### src/rtl/uart_rx_if.sv
// uart_rx_if
//   Byte-side and line-side signals of the UART receiver.
//   master : drives the serial line and the consumer acknowledge (pin + byte consumer)
//   slave  : the receiver itself
//   din        serial line, idles high, asynchronous to clk
//   data       last received byte
//   valid      byte available, held until ack
//   ack        consumer accepts data
//   frame_err  1-cycle pulse, stop bit sampled low
//   overrun    1-cycle pulse, unread byte overwritten
//   busy       receiver not idle
interface uart_rx_if #(
  parameter int DATA_BITS = 8
);
  logic                 din;
  logic [DATA_BITS-1:0] data;
  logic                 valid;
  logic                 ack;
  logic                 frame_err;
  logic                 overrun;
  logic                 busy;

  modport master (
    output din, ack,
    input  data, valid, frame_err, overrun, busy
  );

  modport slave (
    input  din, ack,
    output data, valid, frame_err, overrun, busy
  );
endinterface

### src/rtl/uart_rx.sv
// uart_rx
//   Serial UART receiver: 1 start bit (low), DATA_BITS data bits MSB first,
//   1 stop bit (high), CLKS_PER_BIT clocks per bit. The line is synchronised
//   through two flops and sampled at bit centres; the received byte is held in
//   a valid/ack register.
//   clk    : clock, all logic on posedge
//   rst_n  : asynchronous active-low reset
//   rx     : uart_rx_if.slave (din, ack in; data, valid, frame_err, overrun, busy out)
module uart_rx #(
  parameter int CLKS_PER_BIT = 16,
  parameter int DATA_BITS    = 8
) (
  input  logic      clk,
  input  logic      rst_n,
  uart_rx_if.slave  rx
);

  localparam int CNT_W = (CLKS_PER_BIT > 1) ? $clog2(CLKS_PER_BIT) : 1;
  localparam int IDX_W = $clog2(DATA_BITS + 1);

  localparam logic [CNT_W-1:0] HALF_M1  = CNT_W'(CLKS_PER_BIT / 2 - 1);
  localparam logic [CNT_W-1:0] FULL_M1  = CNT_W'(CLKS_PER_BIT - 1);
  localparam logic [IDX_W-1:0] LAST_IDX = IDX_W'(DATA_BITS - 1);

  typedef enum logic [2:0] {
    S_IDLE,
    S_START,
    S_DATA,
    S_STOP,
    S_WAIT
  } state_t;

  state_t               r_state;
  logic                 r_sync1;
  logic                 r_din_s;
  logic [CNT_W-1:0]     r_cnt;
  logic [IDX_W-1:0]     r_idx;
  logic [DATA_BITS-1:0] r_sr;
  logic [DATA_BITS-1:0] r_data;
  logic                 r_valid;
  logic                 r_frame_err;
  logic                 r_overrun;

  // Two-flop synchroniser; resets to the idle (high) line level.
  always_ff @(posedge clk or negedge rst_n) begin
    if (!rst_n) begin
      r_sync1 <= 1'b1;
      r_din_s <= 1'b1;
    end else begin
      r_sync1 <= rx.din;
      r_din_s <= r_sync1;
    end
  end

  always_ff @(posedge clk or negedge rst_n) begin
    if (!rst_n) begin
      r_state     <= S_IDLE;
      r_cnt       <= '0;
      r_idx       <= '0;
      r_sr        <= '0;
      r_data      <= '0;
      r_valid     <= 1'b0;
      r_frame_err <= 1'b0;
      r_overrun   <= 1'b0;
    end else begin
      r_frame_err <= 1'b0;
      r_overrun   <= 1'b0;

      if (rx.ack && r_valid)
        r_valid <= 1'b0;

      case (r_state)
        S_IDLE: begin
          if (!r_din_s) begin
            r_state <= S_START;
            r_cnt   <= '0;
          end
        end

        S_START: begin
          if (r_cnt == HALF_M1) begin
            r_cnt <= '0;
            if (!r_din_s) begin
              r_state <= S_DATA;
              r_idx   <= '0;
            end else begin
              // Line back high at start-bit centre: treat as a glitch.
              r_state <= S_IDLE;
            end
          end else begin
            r_cnt <= r_cnt + 1'b1;
          end
        end

        S_DATA: begin
          if (r_cnt == FULL_M1) begin
            r_cnt <= '0;
            r_sr  <= {r_sr[DATA_BITS-2:0], r_din_s};
            r_idx <= r_idx + 1'b1;
            if (r_idx == LAST_IDX)
              r_state <= S_STOP;
          end else begin
            r_cnt <= r_cnt + 1'b1;
          end
        end

        S_STOP: begin
          if (r_cnt == FULL_M1) begin
            r_cnt <= '0;
            if (r_din_s) begin
              // This write overrides the ack clear above, so a completion
              // coinciding with ack keeps valid high for the new byte.
              r_data  <= r_sr;
              r_valid <= 1'b1;
              if (r_valid && !rx.ack)
                r_overrun <= 1'b1;
              r_state <= S_IDLE;
            end else begin
              r_frame_err <= 1'b1;
              r_state     <= S_WAIT;
            end
          end else begin
            r_cnt <= r_cnt + 1'b1;
          end
        end

        S_WAIT: begin
          // Hold off until the line returns high so a break gives one error.
          if (r_din_s)
            r_state <= S_IDLE;
        end

        default: r_state <= S_IDLE;
      endcase
    end
  end

  assign rx.data      = r_data;
  assign rx.valid     = r_valid;
  assign rx.frame_err = r_frame_err;
  assign rx.overrun   = r_overrun;
  assign rx.busy      = (r_state != S_IDLE);

endmodule

### src/flat_wrapper.sv
// flat-port wrapper written by rule: the top's interface ports become plain ports
module uart_rx_flat 
#(
  parameter int CLKS_PER_BIT = 16,
  parameter int DATA_BITS    = 8
)
  (clk, rst_n, rx_din, rx_ack, rx_data, rx_valid, rx_frame_err, rx_overrun, rx_busy);
  uart_rx_if #(.DATA_BITS(DATA_BITS)) rx_i ();
  input  logic clk;
  input  logic rst_n;
  input wire logic [$bits(rx_i.din)-1:0] rx_din;
  input wire logic [$bits(rx_i.ack)-1:0] rx_ack;
  output wire logic [$bits(rx_i.data)-1:0] rx_data;
  output wire logic [$bits(rx_i.valid)-1:0] rx_valid;
  output wire logic [$bits(rx_i.frame_err)-1:0] rx_frame_err;
  output wire logic [$bits(rx_i.overrun)-1:0] rx_overrun;
  output wire logic [$bits(rx_i.busy)-1:0] rx_busy;
  assign rx_i.din = rx_din;
  assign rx_i.ack = rx_ack;
  assign rx_data = rx_i.data;
  assign rx_valid = rx_i.valid;
  assign rx_frame_err = rx_i.frame_err;
  assign rx_overrun = rx_i.overrun;
  assign rx_busy = rx_i.busy;
  uart_rx #(.CLKS_PER_BIT(CLKS_PER_BIT), .DATA_BITS(DATA_BITS)) u_core (.clk(clk), .rst_n(rst_n), .rx(rx_i));
endmodule
### config.mk
export PLATFORM = sky130hd
export DESIGN_NAME = uart_rx_flat
export DESIGN_NICKNAME = d
export VERILOG_FILES = /design/src/rtl/uart_rx_if.sv /design/src/rtl/uart_rx.sv /design/src/flat_wrapper.sv
export SDC_FILE = /design/constraint.sdc
export NUM_CORES = 1
export LEC_CHECK = 0
export ABC_AREA = 1
export CORE_AREA = 10 10 72 56
export DETAILED_ROUTE_END_ITERATION = 12
export DIE_AREA = 0 0 82 66
export GPL_TIMING_DRIVEN = 0
export MAX_ROUTING_LAYER = met4
export PLACE_DENSITY = 0.8
export SLEW_MARGIN = 20
export SYNTH_ARGS = -nofsm -noshare
export SYNTH_HDL_FRONTEND = slang
export SYNTH_SLANG_ARGS = --single-unit
### constraint.sdc
create_clock -name clk -period 2.5 [get_ports clk]
set_input_delay 0.375 -clock clk [delete_from_list [all_inputs] [get_ports clk]]
set_output_delay 0.375 -clock clk [all_outputs]
set_load 0.02 [all_outputs]
Yosys cells after proc, flatten, opt, wreduce, memory -nomap -nowiden
Cells that the tools add are included.
{"block": "word_totals", "regBits": 32, "in_bits": 4, "output_inout_bits": 12, "wordCells": 66}
{"block": "classes", "add_sub_neg": 2, "n_eq_ne": 14, "muxes": 27, "n_reduce_logical": 13}
{"cell": "$mux W3", "count": 7}
{"cell": "$mux W4", "count": 5}
{"cell": "$pmux W3 S5", "count": 1}
{"cell": "$pmux W4 S3", "count": 1}
{"cell": "$mux W1", "count": 11}
{"cell": "$ne A2 B1 Y1 const B", "count": 5}
{"cell": "$add A4 B1 Y4 const B", "count": 2}
{"cell": "$eq A4 B3 Y1 const B", "count": 2}
{"cell": "$pmux W4 S2", "count": 1}
{"cell": "$eq A3 B2 Y1 const B", "count": 2}
{"cell": "$reduce_and A6 Y1", "count": 1}
{"cell": "$reduce_bool A3 Y1", "count": 2}
{"cell": "$eq A4 B4 Y1 const B", "count": 1}
{"cell": "$ne A2 B2 Y1 const B", "count": 2}
{"cell": "$reduce_and A2 Y1", "count": 2}
{"cell": "$reduce_and A4 Y1", "count": 1}
{"cell": "$eq A3 B1 Y1 const B", "count": 1}
{"cell": "$eq A3 B3 Y1 const B", "count": 1}
{"cell": "$logic_not A3 Y1", "count": 1}
{"cell": "$reduce_and A3 Y1", "count": 1}
{"cell": "$logic_and A1 B1 Y1", "count": 2}
{"cell": "$mux W2", "count": 1}
{"cell": "$reduce_bool A2 Y1", "count": 1}
{"cell": "$reduce_or A2 Y1", "count": 1}
{"cell": "$logic_not A1 Y1", "count": 1}

Logic depth before layout (Yosys ltp)
Gate-level depths: netlist of the first run.
{"block": "logic_depth", "ltp_word": 6, "depth_mapped": 9, "depth_no_buf": 9}

Least setup slack after synthesis of the first run
OpenSTA, ideal clock, no wires.
{"block": "synth_path", "path_kind": "reg-to-reg", "start": "reg u_core.r_cnt[0]", "end": "reg u_core.r_data[0] (netlist: u_core.rx.data[0])", "t_arrival_ns": 1.190, "required_time_ns": 2.426, "slack_ns": 1.236, "stages_incl_launch_ff": 7, "n_path_buf": 1, "path_cell_list": "dfrtp_1 -> ha_1 -> nand3_4 -> nor2_4 -> nand2_4 -> buf_6 -> o21ai_2"}
{"block": "synth_between", "elab_chain_len": 2}
{"item": "from (decl)", "line_no": "uart_rx.sv:36", "source": "logic [CNT_W-1:0] r_cnt;"}
{"item": "from (signal assigned)", "line_no": "uart_rx.sv:91", "source": "r_cnt <= r_cnt + 1'b1;"}
{"item": "from (signal assigned)", "line_no": "uart_rx.sv:103", "source": "r_cnt <= r_cnt + 1'b1;"}
{"item": "from (signal assigned)", "line_no": "uart_rx.sv:123", "source": "r_cnt <= r_cnt + 1'b1;"}
{"item": "$eq A4 B4 Y1", "line_no": "uart_rx.sv:108", "source": "if (r_cnt == FULL_M1) begin"}
{"item": "$reduce_and A3 Y1 (no source line)"}
{"item": "to (signal assigned)", "line_no": "uart_rx.sv:113", "source": "r_data <= r_sr;"}
{"item": "to (decl)", "line_no": "uart_rx.sv:39", "source": "logic [DATA_BITS-1:0] r_data;"}
Every way passes these cells.
A chain may end at the register's enable or synchronous reset.

Final worst setup path of the first run
{"block": "layout_path", "start": "reg u_core.r_state[0]", "end": "out rx_busy"}
{"block": "layout_between", "elab_chain_len": 1}
{"item": "from (decl)", "line_no": "uart_rx.sv:33", "source": "state_t r_state;"}
{"item": "from (signal assigned)", "line_no": "uart_rx.sv:57", "source": "r_state <= S_IDLE;"}
{"item": "from (signal assigned)", "line_no": "uart_rx.sv:75", "source": "r_state <= S_START;"}
{"item": "from (signal assigned)", "line_no": "uart_rx.sv:84", "source": "r_state <= S_DATA;"}
{"item": "$reduce_bool A3 Y1", "line_no": "uart_rx.sv:142", "source": "assign rx.busy = (r_state != S_IDLE);"}
{"item": "to (decl)", "line_no": "flat_wrapper.sv:17", "source": "output wire logic [$bits(rx_i.busy)-1:0] rx_busy;"}
Every way passes these cells.

==> impl_results.md, run 1 <==
- Post-route DRC: 0
- Die W: 82 um
- Post-Syn Instances: 170
- Clk_lat worst skew: 0.28 ns
- Die Y: 66 um
- Vias in the first global route: 1,163
- Flop2flop setup slack: 1.03 ns
- Setup CP Type: flop to primary output
- DR pass1 iterations: 4
- Mux contribution to synthesized area: 0%
- Post-Synth Adder-Cell Area: 1.652%
- Placed Instance Area: 0.001705 mm2
- Status: finished clean
- Required @ worst endpoint: 2.12 ns
- Wire per inst: 13.08 um
- FILL cells: ~230
- Die area: around 0.0054 mm2
- Nets@finish: 198
- Antenna violations before repair: 0
- DP HPWL: 2.207 mm
- Worst Setup Start Kind: flop
- Post-CTS Hold Fix Bufs: 0
- Worst Hold Class: primary input to async pin
- ANT cells: 0
- I/O Buffers: 15
- Fmax: 0.5035 GHz
- Initial core utilization: 56.48%
- Via count: 1,168
- P&R area growth vs syn: 18.50%
- PostCTS Resize Cnt: 0
- Max VDD drop: roughly 500 uV
- Syn nets: approximately 180
- Setup crit end kind: primary output
- Register area share after synthesis: between 50 and 60%
- Most common cell after layout, fill and taps aside: nand2_1
- Main combinational cell family by area after synthesis: simple AND/OR/NAND/NOR gates
- Slew headroom: between 50% and 60%
- Num CTS Buffers: 5
- Critical path arrival: 1.61 ns
- Final global-route overflow total: 0
- Pwr dens: 785.0 mW/mm2
- Final RePlAce weighted congestion: 0.9596
- Post-route cell area: 0.001795 mm2
- Fin. max-slew vios: 0
- Crit Path Max Fanout: 6
- Crit-path slowest cell: clkdlybuf4s50_1
- Mapped Area: approximately 0.0015 mm2
- Ports: 16
- Share of cells above drive strength 1: around 18%
- Min Tclk post-route: between 1.5 and 2 ns
- Core area: 0.002683 mm2
- Vias/cell: 5.100
- Worst-case clock buffer depth: 2
- Synth Area in Simple Gates: 27.66%
- Setup WS pre-CTS: 0.8008 ns
- Total clock sinks: 32
- Global-route wire length before repair: 5.285 mm
- Fin. Hold Viols: 0
- RSZ-0062 raised after global routing: no
- YS warnings: 0
- Inst Count DP: 221
- Gr usage total: between 10 and 15%
- Fin cells: roughly 230
- Most frequent cells in the layout: nand2_1 (53), dfrtp_1 (30), inv_1 (17)
- Critical Path Max Stage Delay: approximately 0.54 ns
- Total negative slack: 0 ns
- Post-Route WL: 2.995 mm
- Yosys cell types: 26
- Std-Cell Rows: 16
- Worst setup margin: 0.5139 ns
- Initial DRC Count: about 100
- Htree depth: 2
- Slew @ Worst Pin: 0.7069 ns
- Largest net degree at the start of global routing: 33
- Worst-path clk slew: 0.06 ns
- Xor/xnor share of the synthesized area: less than 1%
- Synth Register Bits: 32
- Final worst path period share: 79.44%
- Routed Antenna Nets: 0
- Clk_skew: around 0.0035 ns
- CP cell instances: nor2_1 -> nand2_1 -> clkdlybuf4s50_1
- Total of max-cap violations: 0
- Final Setup Violations: 0
- Compound-Gate Fraction of Synth Area: 10.16%
- Post-CTS Setup Bufs: 0
- Syn Area/Cell: approximately 8.9 um2
- Finished Core Util: 66.93%
- Lkg Pwr: 0.8397 nW
- Clk root buf: clkbuf_8
- CTS tree: built
-- logic make-up (layout without fill, tap and decap cells) --
logic type / Yosys count / count (layout)
simple gates: 88 / 88
flops: 32 / 32
compound gates: 24 / 24
buf+inv: 23 / 46
fa+ha+maj: 2 / 2
xor+xnor: 1 / 1
-- registers in the layout (all words and copies together), names as in the netlist --
name / cells
u_core.r_cnt: 4
u_core.r_din_s: 1
u_core.r_idx: 4
u_core.r_sr: 8
u_core.r_state: 3
u_core.r_sync1: 1
u_core.rx.data: 8
u_core.rx.frame_err: 1
u_core.rx.overrun: 1
u_core.rx.valid: 1
-- cells in the mapped netlist (all sizes together) --
library cell  instances  area share, %
buf                   3            2.0
inv                  20            5.0
nor3b                 1           0.50
ha                    2            1.7
nor2                 15            5.5
o21bai                1           0.50
o21ai                19            8.3
a21oi                 3           0.99
dfstp                 2            3.5
o22ai                 1           0.41
nand4                 5            2.1
nand3                 9            4.1
nor3                  1           0.33
nand2                57             15
xor2                  1           0.58
dfrtp                30             50
-- routing by layer --
metal	wire (um)	global-route usage (%)	vias to the layer above
li1	-	-	587
met1	1363	15.12	554
met2	1454	20.12	21
met3	138	4.620	6
met4	39	4.449	0
met5	0	-	-
-- critical path, delay by kind of cell (launching register included) --
kind | cells | cell delay [ns]
simple gates | 2 | 0.34
flops | 1 | 0.45
buf+inv | 1 | 0.54
-- report_power, final --
| group | internal (mW) | leakage [nW] | switching, mW | total (mW) |
|---|---|---|---|---|
| clock | 0.224 | 0.0455 | 0.177 | 0.401 |
| combinational | 0.131 | 0.360 | 0.256 | 0.387 |
| sequential | 0.563 | 0.434 | 0.0579 | 0.621 |
-- metrics by stage --
stage               power (mW)  hold WS [ns]
finish                   1.409        0.1416
floorplan               0.9080       0.07941
global route             1.501        0.1934
detailed placement       1.015        0.3472
global placement        0.9887        0.3453
CTS                      1.412        0.1600
-- worst paths after layout --
check                                  endpoint              start  cells after the start
min in group clk                 u_core.r_din_s     u_core.r_sync1                      0
worst min register to register   u_core.r_din_s     u_core.r_sync1                      0
worst min-delay path            u_core.rx.valid              rst_n                      1
max in group asynchronous       u_core.r_idx[3]              rst_n                      1
worst max register to register   u_core.r_sr[6]    u_core.r_cnt[0]                      5
worst max-delay path                    rx_busy  u_core.r_state[0]                      3
-- cell type report --
class | count | area (um2) | area share, %
clock buffers | 8 | 90.09 | 5.017
flip-flops and latches | 32 | 803.3 | 44.74
repair buffers | 15 | 145.1 | 8.084
multi-input cells | 115 | 606.8 | 33.80
well taps | 36 | 45.04 | 2.509
inverters | 20 | 75.07 | 4.181
plain buffers | 3 | 30.03 | 1.672
Note: power is estimated with default switching activity, not from simulation.
==> run 2, diff against run 1 <==
- CORE_AREA: 10 10 72 56 -> 10 10 78 60
- DIE_AREA: 0 0 82 66 -> 0 0 88 70
- PLACE_DENSITY: 0.8 -> 0.71
- clock period: 2.5 -> 1.6 ns (I/O delays scaled with it)
==> run 2 against run 1 <==
The run now ends with hold timing left; global-route usage decreased by 1.8 points; critical path type unchanged; critical endpoint unchanged; setup slack got worse by 0.44 ns; flip-flop and latch count unchanged; sequential share of layout area decreased by 0.078 points; critical path depth unchanged; sequential power is 59% higher; core utilization fell by 12 points; total power rose by 55%; cell count rose by 1.7%; hold slack worse by 0.14 ns; non-clock buffer count unchanged; via count unchanged.
==> impl_results.md, run 2 (synthesized netlist as in run 1, its figures left out) <==
- Status: finished with violations (was finished clean)
- Failing checks: hold timing
- Min Tclk post-route: 1.527 ns
- Required @ worst endpoint: 1.36 ns (was 2.12 ns)
- Die Y: 70 um (was 66 um)
- Worst Setup Start Kind: flop (unchanged)
- RSZ-0062 raised after global routing: yes (was no)
- ANT cells: 0 (unchanged)
- Lkg Pwr: 0.8378 nW (was 0.8397 nW)
- Post-route DRC: 0 (unchanged)
- Ports: 16 (unchanged)
- Nets@finish: 198 (unchanged)
- Fin. Hold Viols: 3 (was 0)
- CTS tree: built (unchanged)
- Hold WS: -0.003010 ns (was 0.1416 ns)
- Antenna violations before repair: 0 (unchanged)
- CP cell instances: nor2_4 -> nand2_1 -> dlygate4sd2_1 (was nor2_1 -> nand2_1 -> clkdlybuf4s50_1)
- Crit-path slowest cell: dfrtp_1 (was clkdlybuf4s50_1)
- Fin. max-slew vios: 0 (unchanged)
- Final worst path period share: 95.45%
- Num CTS Buffers: 5 (unchanged)
- Share of cells above drive strength 1: 19.69% (was 17.62%)
- Wire per inst: 12.80 um (was 13.08 um)
- Fin cells: 233 (was 229)
- Most frequent cells in the layout: nand2_1 (53), dfrtp_1 (28), inv_1 (17) (was nand2_1 (53), dfrtp_1 (30), inv_1 (17))
- Post-route cell area: 0.001804 mm2 (was 0.001795 mm2)
- Final RePlAce weighted congestion: 0.8178 (was 0.9596)
- Vias in the first global route: 1,182 (was 1,163)
- Most common cell after layout, fill and taps aside: nand2_1 (unchanged)
- Fmax: 0.6548 GHz
- DR pass1 iterations: 4 (unchanged)
- Total of max-cap violations: 0 (unchanged)
- Core area: 0.003311 mm2 (was 0.002683 mm2)
- Post-Route WL: 2.982 mm (was 2.995 mm)
- Critical Path Max Stage Delay: 0.45 ns (was 0.54 ns)
- Worst-case clock buffer depth: 2 (unchanged)
- P&R area growth vs syn: 19.08% (was 18.50%)
- Initial core utilization: 45.77% (was 56.48%)
- CP bufs+invs: 1 (unchanged)
- Worst Hold Class: primary input to async pin (unchanged)
- Post-CTS Hold Fix Bufs: 0 (unchanged)
- Pwr dens: 1211 mW/mm2 (was 785.0 mW/mm2)
- Clk_skew: 0.006703 ns (was 0.003511 ns)
- Critical path arrival: 1.29 ns (was 1.61 ns)
- I/O Buffers: 15 (unchanged)
- Vias/cell: 5.013 (was 5.100)
- Worst-path clk slew: 0.07 ns (was 0.06 ns)
- Initial DRC Count: 59 (was 104)
- Htree depth: 2 (unchanged)
- Setup crit end kind: primary output (unchanged)
- Via count: 1,168 (unchanged)
- Final global-route overflow total: 0 (unchanged)
- Std-Cell Rows: 18 (was 16)
- Setup CP Type: flop to primary output (unchanged)
- Inst Count DP: 225 (was 221)
- Largest net degree at the start of global routing: 33 (unchanged)
- Slew @ Worst Pin: 0.6987 ns (was 0.7069 ns)
- Max VDD drop: 678.5 uV (was 497.6 uV)
- Gr usage total: 11.13% (was 12.92%)
- Clk root buf: clkbuf_8 (unchanged)
- Top delay family on crit path: flip-flops (was buffers and inverters)
- Slew headroom: 53.42% (was 52.87%)
- Global-route wire length before repair: 5.382 mm (was 5.285 mm)
- Power consumption: 2.185 mW (was 1.409 mW)
- DP HPWL: 2.123 mm (was 2.207 mm)
- Crit Path Max Fanout: 4 (was 6)
- Die area: 0.006160 mm2 (was 0.005412 mm2)
- Clk_lat worst skew: 0.29 ns (was 0.28 ns)
- Final Setup Violations: 0 (unchanged)
- Total clock sinks: 32 (unchanged)
- Routed Antenna Nets: 0 (unchanged)
- Placed Instance Area: 0.001710 mm2 (was 0.001705 mm2)
- Die W: 88 um (was 82 um)
==> run 2: per-stage QoR <==
stage / setup WS [ns] / TNS, ns / hold WS (ns) / util, %
after global routing: -0.005111 / -0.005111 / 0.06166 / 54.50
final: 0.07272 / 0 / -0.003010 / 54.50
after global placement: -0.2909 / -8.715 / 0.3468 / 51.81
after floorplan: 0.3363 / 0 / -0.05559 / -
after detailed placement: 0.04671 / 0 / 0.3387 / 51.66
after CTS: 0.03048 / 0 / 0.01713 / 54.20
==> run 2: per-layer routing <==
metal  wire [um]  global-route usage, %  vias to the layer above
met1        1298                  13.00                      556
met2        1458                  16.53                       22
met4          63                  4.064                        0
met3         161                  4.867                        8
met5           0                      -                        -
li1            -                      -                      582
==> run 2: layout make-up <==
cell class	instances	area, um2
fillers	289	1506
flip-flops and latches	32	805.8
multi-input cells	115	618.1
repair buffers	15	143.9
clock buffers	7	76.32
inverters	20	75.07
well taps	40	50.05
plain buffers	3	30.03
clock inverters	1	5.005
==> run 2: what timing repair did <==
item                                    CTS  global route
gates resized for setup                   3             3
endpoints found under the setup margin    1             4
pin swaps                                 0             0
setup buffers                             0             0
endpoints found under the hold margin     0             0
==> run 2: final timing paths <==
check	startpoint	end	slack, ns	cells after the start
setup / recovery	u_core.r_state[1]	rx_busy	0.07	3
hold / removal	rst_n	u_core.rx.data[7]	-0.003	1
setup reg to reg	u_core.r_cnt[0]	u_core.r_sr[0]	0.13	5
hold reg to reg	u_core.r_sync1	u_core.r_din_s	0.36	0
max in group asynchronous	rst_n	u_core.r_state[0]	1.11	1
min in group clk	u_core.r_sync1	u_core.r_din_s	0.36	0
==> run 2: power by group <==
group          switching [mW]  internal [mW]
registers               0.102          0.883
clock network           0.284          0.304
logic                   0.408          0.203
total                   0.794           1.39
==> run 3, diff against run 2 <==
- PLACE_DENSITY: 0.71 -> 0.77
==> run 3 against run 2 <==
The flow still finishes with violations (hold timing); setup slack lost 0.0012 ns; global-route usage fell by 0.84 points; count of clock-buffer cells in the layout fell by 1; non-clock buffer count did not move; clock skew down 0.0011 ns; via count down 3.9%; cell count stayed put; hold slack lost 0.0032 ns; register-to-register slack gained 0.02 ns; flip-flop and latch count unchanged; die area unchanged; core utilization increased by 0.23 points; critical path type unchanged; critical endpoint unchanged; largest power group unchanged; highest routed layer unchanged.
==> impl_results.md, run 3 (synthesized netlist as in run 1, its figures left out) <==
- Htree depth: 2 (unchanged)
- Std-Cell Rows: 18 (unchanged)
- Worst Setup Start Kind: flop (unchanged)
- Fmax: 0.6542 GHz (was 0.6548 GHz)
- Final RePlAce weighted congestion: 0.7909 (was 0.8178)
- Critical Path Max Stage Delay: 0.45 ns (about the same)
- Largest net degree at the start of global routing: 33 (unchanged)
- Fin cells: 233 (unchanged)
- Most common cell after layout, fill and taps aside: nand2_1 (unchanged)
- Flop2flop setup slack: 0.15 ns (was 0.13 ns)
- Initial DRC Count: 46 (was 59)
- Min Tclk post-route: 1.528 ns (was 1.527 ns)
- Share of cells above drive strength 1: 20.73% (was 19.69%)
- Fin. max-slew vios: 0 (unchanged)
- DP HPWL: 1.957 mm (was 2.123 mm)
- Via count: 1,123 (was 1,168)
- Num CTS Buffers: 5 (unchanged)
- Power consumption: 2.205 mW (was 2.185 mW)
- FILL cells: 303 (was 289)
- Wire per inst: 11.42 um (was 12.80 um)
- Post-CTS Setup Bufs: 0 (unchanged)
- Initial core utilization: 45.77% (unchanged)
- Setup crit end kind: primary output (unchanged)
- Critical path arrival: 1.29 ns (about the same)
- Fin. Hold Viols: 19 (was 3)
- Crit Path Max Fanout: 4 (unchanged)
- Lkg Pwr: 0.8449 nW (was 0.8378 nW)
- Global-route wire length before repair: 4.899 mm (was 5.382 mm)
- Ports: 16 (unchanged)
- Placed Instance Area: 0.001710 mm2 (unchanged)
- CP cell instances: nor2_4 -> nand2_1 -> dlygate4sd2_1 (unchanged)
- Max VDD drop: 933.3 uV (was 678.5 uV)
- Total of max-cap violations: 0 (unchanged)
- Nets@finish: 198 (unchanged)
- Inst Count DP: 225 (unchanged)
- Post-route cell area: 0.001812 mm2 (was 0.001804 mm2)
- Clk_skew: 0.005595 ns (was 0.006703 ns)
- Final global-route overflow total: 0 (unchanged)
- Core area: 0.003311 mm2 (unchanged)
- Worst-path clk slew: 0.07 ns (about the same)
- Routed Antenna Nets: 0 (unchanged)
- Worst-case clock buffer depth: 2 (unchanged)
- Finished Core Util: 54.72% (was 54.50%)
- ANT cells: 0 (unchanged)
- Hold WS: -0.006162 ns (was -0.003010 ns)
- Vias in the first global route: 1,090 (was 1,182)
- Failing checks: hold timing (unchanged)
- Required @ worst endpoint: 1.36 ns (about the same)
- CTS tree: built (unchanged)
- Clk root buf: clkbuf_8 (unchanged)
- Gr usage total: 10.30% (was 11.13%)
- Slew @ Worst Pin: 0.6916 ns (was 0.6987 ns)
- Die W: 88 um (unchanged)
- Post-CTS Hold Fix Bufs: 0 (unchanged)
- Status: finished with violations (unchanged)
- Clk_lat worst skew: 0.29 ns (about the same)
- Pwr dens: 1217 mW/mm2 (was 1211 mW/mm2)
- Total clock sinks: 32 (unchanged)
- Slew headroom: 53.89% (was 53.42%)
- I/O Buffers: 15 (unchanged)
- PostCTS Resize Cnt: 3 (unchanged)
- Multi-input gate area: 614.3 um2 (was 618.1 um2)
- Crit-path slowest cell: dfrtp_1 (unchanged)
- Vias/cell: 4.820 (was 5.013)
- Antenna violations before repair: 0 (unchanged)
- Die Y: 70 um (unchanged)
- CP bufs+invs: 1 (unchanged)
- Final worst path period share: 95.53% (was 95.45%)
- Most frequent cells in the layout: nand2_1 (53), dfrtp_1 (28), inv_1 (16) (was nand2_1 (53), dfrtp_1 (28), inv_1 (17))
- DR pass1 iterations: 4 (unchanged)
- Setup CP Type: flop to primary output (unchanged)
- Worst Hold Class: primary input to async pin (unchanged)
- RSZ-0062 raised after global routing: no (was yes)
- Post-Route WL: 2.660 mm (was 2.982 mm)
- Top delay family on crit path: flip-flops (unchanged)
- Die area: 0.006160 mm2 (unchanged)
- Post-route DRC: 0 (unchanged)
- P&R area growth vs syn: 19.57% (was 19.08%)
- Register area: 805.8 um2 (unchanged)
- Final Setup Violations: 0 (unchanged)
## run 3: cell count changes in the layout (fill, tap and decap cells not counted)
cell	delta
clkbuf_1	-2
clkbuf_8	+1
clkinv_2	+1
inv_1	-1
inv_2	+1
o21ai_1	+1
o21ai_2	-1
## run 3: worst paths after layout
path	start	end	depth (start not counted)
setup / recovery	u_core.r_state[1]	rx_busy	3
hold / removal	rst_n	u_core.rx.data[7]	1
setup reg to reg	u_core.r_cnt[0]	u_core.r_sr[2]	5
hold reg to reg	u_core.r_sync1	u_core.r_din_s	0
max in group asynchronous	rst_n	u_core.r_state[2]	1
min in group clk	rx_din	u_core.r_sync1	1
## run 3: routing by layer
layer	track usage, %	share of wire (%)	up-vias
li1	-	-	592
met1	12.77	51	501
met2	13.15	41	26
met3	4.983	6.5	4
met4	5.830	1.9	0
met5	-	0	-
## run 3: final cells by class
cell class                      count  area share [%]
Tap cell                           40           2.762
Timing Repair Buffer               15           7.942
Clock inverter                      2          0.5525
Clock buffer                        6           4.558
Inverter                           20           4.144
Sequential cell                    32           44.48
Multi-Input combinational cell    115           33.91
Buffer                              3           1.657
## run 3: stage by stage
stage,setup slack (ns),hold slack (ns),setup TNS [ns]
after global placement,-0.3377,0.3460,-10.19
after floorplan,0.3363,-0.05559,0
after CTS,0.01363,0.01353,0
after global routing,0.003874,0.03643,0
after detailed placement,0.04450,0.3326,0
final,0.07152,-0.006162,0
## run 3: power breakdown
| part | leakage (nW) | switching, mW | internal, mW |
|---|---|---|---|
| clock | 0.0510 | 0.304 | 0.343 |
| sequential | 0.431 | 0.0968 | 0.883 |
| combinational | 0.363 | 0.378 | 0.200 |
